$ cat config.mk
export PLATFORM = sky130hd
export DESIGN_NAME = fsk_tick_gen_flat
export DESIGN_NICKNAME = d
export VERILOG_FILES = /design/src/rtl/fsk_tick_gen_if.sv /design/src/rtl/fsk_tick_gen.sv /design/src/flat_wrapper.sv
export SDC_FILE = /design/constraint.sdc
export NUM_CORES = 1
export LEC_CHECK = 0
export CELL_PAD_IN_SITES_DETAIL_PLACEMENT = 1
export CELL_PAD_IN_SITES_GLOBAL_PLACEMENT = 1
export CORE_ASPECT_RATIO = 2
export CORE_UTILIZATION = 30
export DETAILED_ROUTE_END_ITERATION = 7
export PLACE_DENSITY = 0.55
export SLEW_MARGIN = 20
export SYNTH_ARGS = -nofsm -noshare
export SYNTH_HDL_FRONTEND = slang
export SYNTH_SLANG_ARGS = --single-unit
$ cat constraint.sdc
create_clock -name clk -period 3.8 [get_ports clk]
set_input_delay 0.95 -clock clk [delete_from_list [all_inputs] [get_ports clk]]
set_output_delay 0.95 -clock clk [all_outputs]
set_load 0.03 [all_outputs]
$ cat src/rtl/fsk_tick_gen_if.sv
// Control, configuration and status bundle of the FSK tick/tone generator.
// The master drives run control and modulus writes, and the slave (the
// generator) returns the count, tick, wave and status.
interface fsk_tick_gen_if #(
  parameter int N = 16
);
  logic         en;
  logic         clr;
  logic         sym;
  logic         cfg_we;
  logic         cfg_sel;
  logic [N-1:0] cfg_data;
  logic         cfg_err;
  logic         max_tick;
  logic [N-1:0] q;
  logic         wave;
  logic         active_sym;

  modport master (
    output en, clr, sym, cfg_we, cfg_sel, cfg_data,
    input  cfg_err, max_tick, q, wave, active_sym
  );

  modport slave (
    input  en, clr, sym, cfg_we, cfg_sel, cfg_data,
    output cfg_err, max_tick, q, wave, active_sym
  );
endinterface

$ cat src/rtl/fsk_tick_gen.sv
// Dual-modulus tick/tone generator. It divides clk by the mark or space
// modulus. The symbol and the modulus are only (re)loaded at a counter wrap or
// at start-up, so the generated tone changes frequency without a phase jump.
module fsk_tick_gen #(
  parameter int N      = 16,
  parameter int M0_DEF = 163,
  parameter int M1_DEF = 326
) (
  input  logic              clk,
  input  logic              reset,
  fsk_tick_gen_if.slave     bus
);

  typedef enum logic [1:0] {
    ST_IDLE = 2'd0,
    ST_RUN  = 2'd1,
    ST_HOLD = 2'd2
  } state_t;

  localparam logic [N-1:0] MIN_MOD = N'(2);
  localparam logic [N-1:0] ONE     = N'(1);

  state_t       r_state;
  state_t       w_state_next;
  logic [N-1:0] r_q;
  logic [N-1:0] w_q_next;
  logic [N-1:0] r_m_act;
  logic [N-1:0] w_m_act_next;
  logic         r_wave;
  logic         w_wave_next;
  logic         r_active_sym;
  logic         w_active_sym_next;
  logic         r_cfg_err;
  logic [N-1:0] r_mod [2];
  logic [N-1:0] w_m_sel;
  logic [N-1:0] w_last;
  logic         w_at_last;
  logic         w_cfg_ok;

  // Index 0 is space (m0) and index 1 is mark (m1). The requested symbol picks the reload value directly.
  assign w_m_sel   = r_mod[bus.sym];
  assign w_last    = r_m_act - ONE;
  assign w_at_last = (r_q == w_last);
  assign w_cfg_ok  = (bus.cfg_data >= MIN_MOD);

  // Modulus registers. The load logic reads the pre-write value, so a write on a wrap edge takes effect one period later.
  generate
    for (genvar gi = 0; gi < 2; gi++) begin : g_mod
      localparam logic [N-1:0] MOD_DEF = (gi == 0) ? N'(M0_DEF) : N'(M1_DEF);
      // Accept a write to this modulus only when the value is a legal divisor (>= 2).
      always_ff @(posedge clk or negedge reset) begin
        if (!reset) begin
          r_mod[gi] <= MOD_DEF;
        end else if (bus.cfg_we && (bus.cfg_sel == gi[0]) && w_cfg_ok) begin
          r_mod[gi] <= bus.cfg_data;
        end
      end
    end
  endgenerate

  // Registered one-cycle flag for a rejected (too small) modulus write.
  always_ff @(posedge clk or negedge reset) begin
    if (!reset) begin
      r_cfg_err <= 1'b0;
    end else begin
      r_cfg_err <= bus.cfg_we && !w_cfg_ok;
    end
  end

  // State and datapath registers of the counter FSM.
  always_ff @(posedge clk or negedge reset) begin
    if (!reset) begin
      r_state      <= ST_IDLE;
      r_q          <= '0;
      r_m_act      <= N'(M0_DEF);
      r_wave       <= 1'b0;
      r_active_sym <= 1'b0;
    end else begin
      r_state      <= w_state_next;
      r_q          <= w_q_next;
      r_m_act      <= w_m_act_next;
      r_wave       <= w_wave_next;
      r_active_sym <= w_active_sym_next;
    end
  end

  // Next-state logic. clr overrides everything. Otherwise the count advances only on enabled cycles.
  always_comb begin
    w_state_next      = r_state;
    w_q_next          = r_q;
    w_m_act_next      = r_m_act;
    w_wave_next       = r_wave;
    w_active_sym_next = r_active_sym;

    if (bus.clr) begin
      w_state_next = ST_IDLE;
      w_q_next     = '0;
      w_wave_next  = 1'b0;
    end else begin
      unique case (r_state)
        ST_IDLE: begin
          w_q_next    = '0;
          w_wave_next = 1'b0;
          if (bus.en) begin
            w_state_next      = ST_RUN;
            w_m_act_next      = w_m_sel;
            w_active_sym_next = bus.sym;
          end
        end
        ST_RUN: begin
          if (!bus.en) begin
            w_state_next = ST_HOLD;
          end else if (w_at_last) begin
            w_q_next          = '0;
            w_wave_next       = ~r_wave;
            w_m_act_next      = w_m_sel;
            w_active_sym_next = bus.sym;
          end else begin
            w_q_next = r_q + ONE;
          end
        end
        ST_HOLD: begin
          // The resume cycle counts like a RUN cycle. If the pause froze the
          // last count, q is kept so that the wrap and max_tick still happen in RUN.
          if (bus.en) begin
            w_state_next = ST_RUN;
            if (!w_at_last) begin
              w_q_next = r_q + ONE;
            end
          end
        end
        default: begin
          w_state_next = ST_IDLE;
          w_q_next     = '0;
          w_wave_next  = 1'b0;
        end
      endcase
    end
  end

  assign bus.max_tick   = (r_state == ST_RUN) && bus.en && !bus.clr && w_at_last;
  assign bus.q          = r_q;
  assign bus.wave       = r_wave;
  assign bus.active_sym = r_active_sym;
  assign bus.cfg_err    = r_cfg_err;

endmodule

$ cat src/flat_wrapper.sv
// flat-port wrapper written by rule: the top's interface ports become plain ports
module fsk_tick_gen_flat 
#(
  parameter int N      = 16,
  parameter int M0_DEF = 163,
  parameter int M1_DEF = 326
)
  (clk, reset, bus_en, bus_clr, bus_sym, bus_cfg_we, bus_cfg_sel, bus_cfg_data, bus_cfg_err, bus_max_tick, bus_q, bus_wave, bus_active_sym);
  fsk_tick_gen_if #(.N(N)) bus_i ();
  input  logic clk;
  input  logic reset;
  input wire logic [$bits(bus_i.en)-1:0] bus_en;
  input wire logic [$bits(bus_i.clr)-1:0] bus_clr;
  input wire logic [$bits(bus_i.sym)-1:0] bus_sym;
  input wire logic [$bits(bus_i.cfg_we)-1:0] bus_cfg_we;
  input wire logic [$bits(bus_i.cfg_sel)-1:0] bus_cfg_sel;
  input wire logic [$bits(bus_i.cfg_data)-1:0] bus_cfg_data;
  output wire logic [$bits(bus_i.cfg_err)-1:0] bus_cfg_err;
  output wire logic [$bits(bus_i.max_tick)-1:0] bus_max_tick;
  output wire logic [$bits(bus_i.q)-1:0] bus_q;
  output wire logic [$bits(bus_i.wave)-1:0] bus_wave;
  output wire logic [$bits(bus_i.active_sym)-1:0] bus_active_sym;
  assign bus_i.en = bus_en;
  assign bus_i.clr = bus_clr;
  assign bus_i.sym = bus_sym;
  assign bus_i.cfg_we = bus_cfg_we;
  assign bus_i.cfg_sel = bus_cfg_sel;
  assign bus_i.cfg_data = bus_cfg_data;
  assign bus_cfg_err = bus_i.cfg_err;
  assign bus_max_tick = bus_i.max_tick;
  assign bus_q = bus_i.q;
  assign bus_wave = bus_i.wave;
  assign bus_active_sym = bus_i.active_sym;
  fsk_tick_gen #(.N(N), .M0_DEF(M0_DEF), .M1_DEF(M1_DEF)) u_core (.clk(clk), .reset(reset), .bus(bus_i));
endmodule
**Word-level counts from Yosys, hierarchy flattened**

Index checks and enable logic that the tools add are counted.

- Bits in registers: 69
- Bits of input ports: 23
- Output and inout port bits: 20
- Word-level logic and storage cells: 71

- $add $sub $neg: 2
- Magnitude comparators: 2
- Equality and inequality tests: 13
- Muxes and demuxes: 25
- Bitwise gates (word level): 4
- Reduce and logical (&&, ||, !) cells: 17

Operator list:

| kind | count |
|---|---|
| 16-bit two-way mux | 11 |
| 16-bit one-hot mux with 2 select lines | 2 |
| 16-bit by 1-bit adder with 16-bit output (second input constant) | 1 |
| 16-bit == test | 1 |
| 16-bit by 2-bit greater-or-equal comparator with 1-bit output (second input constant) | 1 |
| 16-bit by 1-bit subtractor with 16-bit output (second input constant) | 1 |
| 3-bit != test (second input constant) | 4 |
| 1-bit logical AND | 8 |
| 1-bit two-way mux | 6 |
| 2-bit two-way mux | 3 |
| 2-bit != test (second input constant) | 3 |
| 3-bit AND reduction | 2 |
| 5-bit AND reduction | 1 |
| 1-bit one-hot mux with 2 select lines | 2 |
| 2-bit one-hot mux with 2 select lines | 1 |
| 3-bit by 1-bit != test with 1-bit output (second input constant) | 1 |
| 3-bit by 2-bit != test with 1-bit output (second input constant) | 1 |
| 1-bit inverter | 3 |
| 2-bit by 1-bit == test with 1-bit output (second input constant) | 1 |
| 2-bit == test (second input constant) | 1 |
| 2-bit greater-or-equal comparator (second input constant) | 1 |
| 1-bit logical NOT | 2 |
| 2-bit logical NOT | 1 |
| 2-bit by 1-bit != test with 1-bit output (second input constant) | 1 |
| 4 further kinds | 4 |

**Longest topological paths before layout**

- Depth after elaboration: 7
- Mapped depth: 13
- Depth with buffers taken out: 10

**Worst setup path before layout**

OpenSTA, ideal clock, no wires.

- Kind: register to output
- From: reg u_core.r_m_act[6]
- To: out bus_max_tick
- Data arrival time: 2.725 ns
- Data required time: 2.850 ns
- Path slack: 0.125 ns
- Stages on the path, launching flop included: 9
- Path buffers: 1
- Cell sequence: dfrtp_1 > buf_6 > nor4_4 > nand4_2 > or3b_2 > a31o_2 > a21oi_1 > nand3_1 > nor3_1

- Word-level cells in the longest chain between the ends: 3

Ends and longest elaborated chain:

| what | line | source |
|---|---|---|
| start, declared | fsk_tick_gen.sv:27 | `logic [N-1:0] r_m_act;` |
| start signal, assigned | fsk_tick_gen.sv:75 | `r_m_act <= N'(M0_DEF);` |
| start signal, assigned | fsk_tick_gen.sv:81 | `r_m_act <= w_m_act_next;` |
| 16-bit by 1-bit subtractor with 16-bit output | fsk_tick_gen.sv:42 | `assign w_last = r_m_act - ONE;` |
| 16-bit == test | fsk_tick_gen.sv:43 | `assign w_at_last = (r_q == w_last);` |
| 1-bit logical AND | fsk_tick_gen.sv:141 | `assign bus.max_tick = (r_state == ST_RUN) && bus.en && !bus.clr && w_at_last;` |
| end, declared | flat_wrapper.sv:19 | `output wire logic [$bits(bus_i.max_tick)-1:0] bus_max_tick;` |

Every way passes these cells.

**Worst setup path in the final report**

- From: reg u_core.r_m_act[8]
- To: out bus_max_tick

The elaborated chain is that of the path after synthesis.

==> run summary <==
- outcome: finished, violations left
- violations in the final reports: design-rule violations
- filler cell count: 1451
- via density per instance: 5.309
- Max Fclk: 274.6 MHz
- endpoint required time on the critical path: 2.85 ns
- wire length on met3: 179 um
- Post-layout nets: 441
- final worst-path cycle share: 95.84%
- clock slew seen by the registers of the worst setup and hold paths: 0.06 ns
- worst voltage drop across the vdd grid: 0.2385 mV
- cells taking the most area after synthesis: sky130_fd_sc_hd__dfrtp_1, sky130_fd_sc_hd__mux2_2, sky130_fd_sc_hd__dfstp_2, sky130_fd_sc_hd__xnor2_1, sky130_fd_sc_hd__mux2i_1
- floorplan row count: 59
- TritonCTS clock tree: done
- placed inst area: 0.004604 sq mm
- category of the critical setup timing path: reg -> out
- count of buffers from port buffering: 42
- HPWL after DPL: 8.350 mm
- WL met2: 6.425 mm
- warnings from Yosys: 0
- Total Wirelength: 11.02 mm
- cell count after synthesis: 361
- initial antenna violation count: 0
- fraction of layout instances using a drive strength above 1: 30.70%
- Seq/Total Area, Yosys: 43.24%
- data arrival time of the worst path: 2.69 ns
- Final min period: 3.642 ns
- Finish-stage setup viols: 0
- distinct cell type count of the synthesized netlist: 61
- min-delay worst type: reg -> reg
- clock sinks: 69
- uppermost metal layer occupied by signal nets: met4
- leading cell types in the layout, fill and taps excluded: sky130_fd_sc_hd__dfrtp_1, sky130_fd_sc_hd__mux2_2, sky130_fd_sc_hd__clkdlybuf4s50_1, sky130_fd_sc_hd__nor2_1, sky130_fd_sc_hd__nand2_1
- area share of the largest cell type after synthesis: 35.41%
- number of synthesized flops with an enable pin: 0
- number of buffers added by the clock tree synthesis step: 9
- Rel. slew slack: 43.86%
- number of synthesized register bits: 69
- number of failing hold endpoints at the final stage: 0
- worst-case hold slack: 0.5044 ns
- sum of negative setup slack: 0 ns
- Worst Clk Skew: 0.007630 ns
- design area: 0.004945 sq mm
- summed instance area of the synthesized netlist: 0.004028 sq mm
- Iter 0 DRT Violations: 58
- power per standard cell area: 498.8 mW/mm^2
- cell chain of the critical path: nor4_4 -> nand4_2 -> or3b_2 -> a31o_2 -> a21oi_2 -> nand3_2 -> nor3_2 -> buf_4
- GRT overflow: 0
- slowest CP cell: sky130_fd_sc_hd__or3b_2
- most used flip-flop cell after synthesis: sky130_fd_sc_hd__dfrtp_1
- most frequent standard cell in the layout excluding fill and tap cells: sky130_fd_sc_hd__dfrtp_1
- buffer levels on the longest clock path: 2
- unrepaired setup endpoints after global routing: no
- Synthesized Nets: 390
- die boundary width: 83.93 um
- DRC violations left: 9
- pins over their slew limit: 0
- pin count of the biggest net entering global routing: 47
- Critical Path Fanout Max: 4
- post-synthesis cell type with the largest combined area: sky130_fd_sc_hd__dfrtp_1
- area of the core: 0.01307 sq mm
- wire length per cell after detailed routing: 19.37 um
- initial standard-cell utilization of the core: 30.82%
- via count of the routed design: 3021
- Avg Cell Area, Syn: 11.16 sq um
- Initial DRT Pass Iterations: 6
- Detail Route Antenna Nets: 0
- Total Die Area: 0.01392 sq mm
- CP endpoint kind: output port
- RePlAce Congestion: 0.8376
- share of synthesized flip-flops with an asynchronous set or reset: 100.0%
- clock latency at the later pin of the worst-skew pair: 0.33 ns
- io pins: 43
- transition at the pin with the smallest max-transition slack: 0.8395 ns
- via count of the first global-routing pass: 3318
- wire length of the first global-routing pass: 18.06 mm
- Critical Path Max Stage Delay: 0.50 ns
- Layout area overhead: 22.77%
- length of routed wiring on met1: 4.132 mm
- H-tree lvl count: 3
- element type at the critical path start: flip-flop
- cell at the root of the clock tree: sky130_fd_sc_hd__clkbuf_16
- antenna cells: 0
- maxcap violations: 0
- height of the die: 165.9 um
- reported leakage power: 1.917 nW
- total global routing track utilization: 16.92%
where the power goes:
group,internal (W),switching [W],total (W)
sequential,0.000877,0.000150,0.00103
combinational,0.000309,0.000283,0.000592
clock,0.000509,0.000340,0.000849
cells in the mapped netlist (all sizes together) (6+ instances only):
library cell,count
a21oi,18
a31oi,8
buf,11
clkbuf,6
dfrtp,57
dfstp,12
ha,6
inv,14
mux2,58
mux2i,10
nand2,18
nand3,16
nand4,8
nor2,22
nor4,7
o31ai,10
or4,10
xnor2,16
xor2,6
worst max-delay path: cells and delay by family, from the launching register on:
family,cells,cell delay [ns]
simple gates,5,1.30
flops,1,0.45
compound gates,2,0.42
buf+inv,1,0.18
what timing repair did:
action	4_1_cts	5_1_grt
gates resized for setup	2	7
endpoints found under the hold margin	0	0
hold buffers	0	0
setup endpoints to repair	1	1
pin swaps	1	3
buffers inserted	1	1
gates cloned	0	0
routing by layer:
| metal | vias to the layer above | track usage [%] |
|---|---|---|
| met2 | 48 | 33.32 |
| met5 | - | 0 |
| li1 | 1435 | - |
| met3 | 15 | 1.938 |
| met4 | 0 | 7.646 |
| met1 | 1523 | 17.27 |
cells by family (layout without fill, tap and decap cells):
family          Yosys count  in the layout  synth area share (%)
fa+ha+maj                 6              6                 1.864
mux                      68             68                 19.26
xor+xnor                 22             22                 4.784
simple gates            111            111                 17.40
buf+inv                  31             87                 4.442
compound gates           54             54                 9.009
flops                    69             69                 43.24
registers in the layout (all words and copies together) (netlist names):
signal / flops
u_core.r_state: 2
u_core.r_m_act: 16
u_core.bus.cfg_err: 1
u_core.r_mod: 32
u_core.bus.wave: 1
u_core.bus.active_sym: 1
u_core.bus.q: 16
final timing paths:
kind | start | endpoint | slack, ns | cells past startpoint
worst min register to register | u_core.r_mod[31] | u_core.r_mod[31] | 0.50 | 1
worst min-delay path | u_core.r_mod[31] | u_core.r_mod[31] | 0.50 | 1
worst max-delay path | u_core.r_m_act[8] | bus_max_tick | 0.16 | 8
worst max register to register | u_core.r_m_act[0] | u_core.r_m_act[4] | 0.66 | 11
min in group asynchronous | reset | u_core.r_state[1] | 0.64 | 1
max in group asynchronous | reset | u_core.r_m_act[7] | 2.41 | 2
cell type report:
| type | count | area (sq um) | area share [%] |
|---|---|---|---|
| inverter | 14 | 52.55 | 1.063 |
| tap | 152 | 190.2 | 3.846 |
| clock buffer | 10 | 229.0 | 4.631 |
| sequential | 69 | 1745 | 35.30 |
| clock inverter | 6 | 62.56 | 1.265 |
| multi-input combinational | 261 | 2137 | 43.22 |
| timing repair buffer | 57 | 528.0 | 10.68 |
metrics by stage:
| step | setup slack, ns | cells | utilization (%) | total power (W) |
|---|---|---|---|---|
| detailed placement | 0.2726 | 551 | 35.24 | 0.001613 |
| floorplan | 0.1251 | 361 | - | 0.001433 |
| global route | 0.004986 | 569 | 37.84 | 0.002603 |
| finish | 0.1582 | 569 | 37.84 | 0.002467 |
| CTS | 0.007113 | 568 | 37.56 | 0.002486 |
| global placement | 0.2833 | 551 | 35.22 | 0.001593 |
No activity file was read; power rests on OpenSTA's default activity.
